## config.mk

```make
export PLATFORM = sky130hd
export DESIGN_NAME = full_subtractor
export DESIGN_NICKNAME = d
export VERILOG_FILES = /design/src/rtl/full_subtractor_pkg.sv /design/src/rtl/full_subtractor_fs_bit.sv /design/src/rtl/full_subtractor.sv
export SDC_FILE = /design/constraint.sdc
export NUM_CORES = 1
export LEC_CHECK = 0
export CAP_MARGIN = 20
export CORE_AREA = 2 2 39 41
export CTS_CLUSTER_SIZE = 16
export DETAILED_ROUTE_END_ITERATION = 16
export DIE_AREA = 0 0 41 43
export MAX_ROUTING_LAYER = met4
export PLACE_DENSITY_LB_ADDON = 0.15
export RECOVER_POWER = 100
export SYNTH_ARGS = -nofsm -noshare
export SYNTH_HDL_FRONTEND = slang
export SYNTH_SLANG_ARGS = --single-unit
```

## constraint.sdc

```tcl
create_clock -name clk -period 0.9 [get_ports clk]
set_clock_uncertainty 0.1 [all_clocks]
set_input_delay 0.18 -clock clk [delete_from_list [all_inputs] [get_ports clk]]
set_output_delay 0.18 -clock clk [all_outputs]
set_load 0.01 [all_outputs]
```

## src/rtl/full_subtractor_pkg.sv

```systemverilog
// rtl/full_subtractor_pkg.sv - shared constants and reference model for full_subtractor
package full_subtractor_pkg;

    localparam int WIDTH_DEFAULT = 1;
    localparam int WIDTH_MAX     = 64;

    // Returns {borrow, diff} with borrow at bit position width and diff in bits width-1:0.
    function automatic logic [WIDTH_MAX:0] ref_sub(
        input logic [WIDTH_MAX-1:0] a,
        input logic [WIDTH_MAX-1:0] b,
        input logic                 c,
        input int                   width = WIDTH_DEFAULT
    );
        logic [WIDTH_MAX-1:0] mask;
        logic [WIDTH_MAX:0]   r;
        logic [WIDTH_MAX:0]   res;
        mask = (width >= WIDTH_MAX) ? '1 : ((64'd1 << width) - 64'd1);
        r    = {1'b0, a & mask} - {1'b0, b & mask} - {{WIDTH_MAX{1'b0}}, c};
        // Any negative result sign-extends through bit width of the 65-bit difference.
        res  = {1'b0, r[WIDTH_MAX-1:0] & mask};
        res[width[6:0]] = r[width[6:0]];
        return res;
    endfunction

endpackage

```

## src/rtl/full_subtractor_fs_bit.sv

```systemverilog
// rtl/full_subtractor_fs_bit.sv - combinational one-bit full subtractor cell
module fs_bit (
    input  logic a,
    input  logic b,
    input  logic bin,
    output logic d,
    output logic bout
);

    assign d    = a ^ b ^ bin;
    assign bout = (~a & b) | (~(a ^ b) & bin);

endmodule

```

## src/rtl/full_subtractor.sv

```systemverilog
// rtl/full_subtractor.sv - registered ripple-borrow subtractor; FULL_SUBTRACTOR_OVF_EN adds the ovf output
module full_subtractor
    import full_subtractor_pkg::*;
#(
    parameter int WIDTH = WIDTH_DEFAULT
) (
    input  logic             clk,
    input  logic             rst_n,
    input  logic             in_valid,
    input  logic [WIDTH-1:0] a,
    input  logic [WIDTH-1:0] b,
    input  logic             c,
    output logic             out_valid,
    output logic [WIDTH-1:0] diff,
    output logic             borrow
`ifdef FULL_SUBTRACTOR_OVF_EN
    ,
    output logic             ovf
`endif
);

    logic [WIDTH:0]   bchain;
    logic [WIDTH-1:0] diff_next;

    assign bchain[0] = c;

    for (genvar i = 0; i < WIDTH; i++) begin : g_bit
        fs_bit u_bit (
            .a    (a[i]),
            .b    (b[i]),
            .bin  (bchain[i]),
            .d    (diff_next[i]),
            .bout (bchain[i+1])
        );
    end

    // Data registers load only on in_valid so idle (possibly X) operands never reach state.
    always_ff @(posedge clk or negedge rst_n) begin
        if (!rst_n) begin
            out_valid <= 1'b0;
            diff      <= '0;
            borrow    <= 1'b0;
        end else begin
            out_valid <= in_valid;
            if (in_valid) begin
                diff   <= diff_next;
                borrow <= bchain[WIDTH];
            end
        end
    end

`ifdef FULL_SUBTRACTOR_OVF_EN
    logic ovf_next;

    assign ovf_next = (a[WIDTH-1] ^ b[WIDTH-1]) & (a[WIDTH-1] ^ diff_next[WIDTH-1]);

    always_ff @(posedge clk or negedge rst_n) begin
        if (!rst_n) begin
            ovf <= 1'b0;
        end else if (in_valid) begin
            ovf <= ovf_next;
        end
    end
`endif

endmodule

```

==> results <==
## cell families after synthesis
| group | Yosys count | synth area share, % |
|---|---|---|
| flip-flops | 3 | 59.4 |
| buffers and inverters | 2 | 5.94 |
| AO/OA/AOI/OAI | 1 | 3.96 |
| multiplexers | 1 | 11.9 |
| adder cells (fa/ha/maj) | 1 | 15.8 |
| AND/OR/NAND/NOR | 1 | 2.97 |
## report_power, final
part	switching, mW	leakage, nW	internal, mW	total (mW)
Clock	0.0632	0.0150	0.166	0.229
Sequential	0.00958	0.0345	0.152	0.161
Combinational	0.0355	0.0773	0.0703	0.106
## through the flow
stage                     TNS (ps)  std cells
after floorplan               -222          9
after global routing          -532         39
final                         -416         39
after CTS                     -454         39
after detailed placement     -2310         35
after global placement       -2260         35
## cell type report
type,instances,area [um^2],area share (%)
clock buffers,4,26.3,9.95
well taps,16,20.0,7.58
repair buffers,10,83.8,31.8
inverters,2,15.0,5.69
multi-input cells,4,43.8,16.6
flip-flops and latches,3,75.1,28.4
## repair_timing
action	in CTS	in global routing
setup endpoints to repair	5	5
hold endpoints to repair	0	0
resized for setup	27	2
pin swaps	1	0
## state kept, by name, summed over array words and instances (netlist names)
register	flops
diff	1
out_valid	1
borrow	1
## synth_stat cells
library cell	number	area share [%]
dfrtp_1	3	59
fa_1	1	16
mux2_4	1	12
inv_1	2	5.9
nor2_1	1	3.0
a21oi_1	1	4.0
## worst max path at each step
stage	from	to	slack (ps)	cells past startpoint
after CTS	diff$_DFFE_PN0P_	diff	-130	1
final	diff$_DFFE_PN0P_	diff	-120	1
after detailed placement	b	diff$_DFFE_PN0P_	-850	4
after global routing	diff$_DFFE_PN0P_	diff	-160	1
after global placement	b	diff$_DFFE_PN0P_	-840	4
after floorplan	b	diff$_DFFE_PN0P_	-220	3
## per-layer routing
| metal | up-vias | routed length (um) | GRT usage (%) |
|---|---|---|---|
| met5 | - | 0 | - |
| met1 | 53 | 93 | 3.54 |
| li1 | 55 | - | - |
| met2 | 6 | 157 | 5.94 |
| met4 | 0 | 0 | 10.0 |
| met3 | 0 | 28 | 1.57 |
==> impl_metrics.toml <==
[clocking]
cts_made_buffers = 3
cts_tree = "built"
ctsHoldBuffers = 0
htreeDepth = 1
clockBufferDepth = 2
clk_pin_slew_ps = 30
clockRootBuffer = "clkbuf_4"
clock_sinks = 3
clock_latency_ps = 230
post_cts_buffers = 0

[power]
power_density_nw_per_um2 = 1880
ir_worst_vdd_mv = 0.371
leakagePower_nw = 0.127
power_uw = 496

[global_route]
grt-ovfl-total = 0
grt_antenna_before_repair = 0
grt_pass1_wl_um = 455
grtUsageTotal_pct = 4.94
grt_max_degree = 4
grt_pass1_vias = 134

[place]
place_ws_ps = -855
placed_cell_area_um2 = 249
io_buffers = 8
place_congestion = 0.511

[worst_setup_path]
max_stage_delay_ps = 380
arrival_ps = 740
path_cells = "buf_6"
end_kind = "primary output"
path_max_fanout = 2
r2r-end = "diff$_DFFE_PN0P_"
slowest_stage = "dfrtp_1"
criticalPathCategory = "register to primary output"
crit_buf_inv = 1
r2r_slack_ps = -90
cpLargestDelayFamily = "flip-flops"
start_kind = "register"
cp.required_ps = 620
reg2reg_from = "diff$_DFFE_PN0P_"
r2r_cells = 2

[sta]
max_freq_mhz = 983
layout_min_cycle_time_ps = 1020
rsz0062_at_grt = "true"
tightest_slew_ps = 147
timing.final.crit_share_pct = 113
holdWs_ps = 106
finalSetupViolCount = 4
slew_violations = 0
hold_viol = 0
maxSlewHeadroom_pct = 90.2
worst_slack_ps = -117

[die]
fp.dieW_um = 41
design.core.area_um2 = 1380
die_area_um2 = 1760
core.rowCount = 14
die_y_um = 43
num_io_pins = 9
initial_core_util_pct = 9.13

[drt]
finalWirelength_um = 279
num_vias = 114
ant_nets = 0
dr.pass1.iters = 2
drc = 0
vias_per_cell = 2.92
wire_per_inst_um = 7.15
drtIter0Drc = 2

[synth]
synth_area_um2 = 126
synth.distinct_cells = 6
synth_cells = 9
post_synth.cell_area_avg_um2 = 14.0
ys_seq_area_share_pct = 59.4
ys_warn_count = 0
synth_nets = 16
ys_ff_latch = 3

[cells_and_area]
synthToLayoutAreaGrowth_pct = 109
fin_util_pct = 19.1
drive_gt1_share_pct = 56.5
layout_common_cells = "dfrtp_1 (3), clkbuf_4 (3), buf_2 (3), buf_6 (3), buf_4 (2)"
finalNetCount = 31
fill_cells = 161
stdcell_area_um2 = 264
diodes = 0

[worst_hold_path]
hp-class = "input port to async pin"

[status]
outcome = "finished, violations left"
violations = "negative setup slack"

[job]
maxCapViolCount = 0
(Power assumes the default switching activity.)
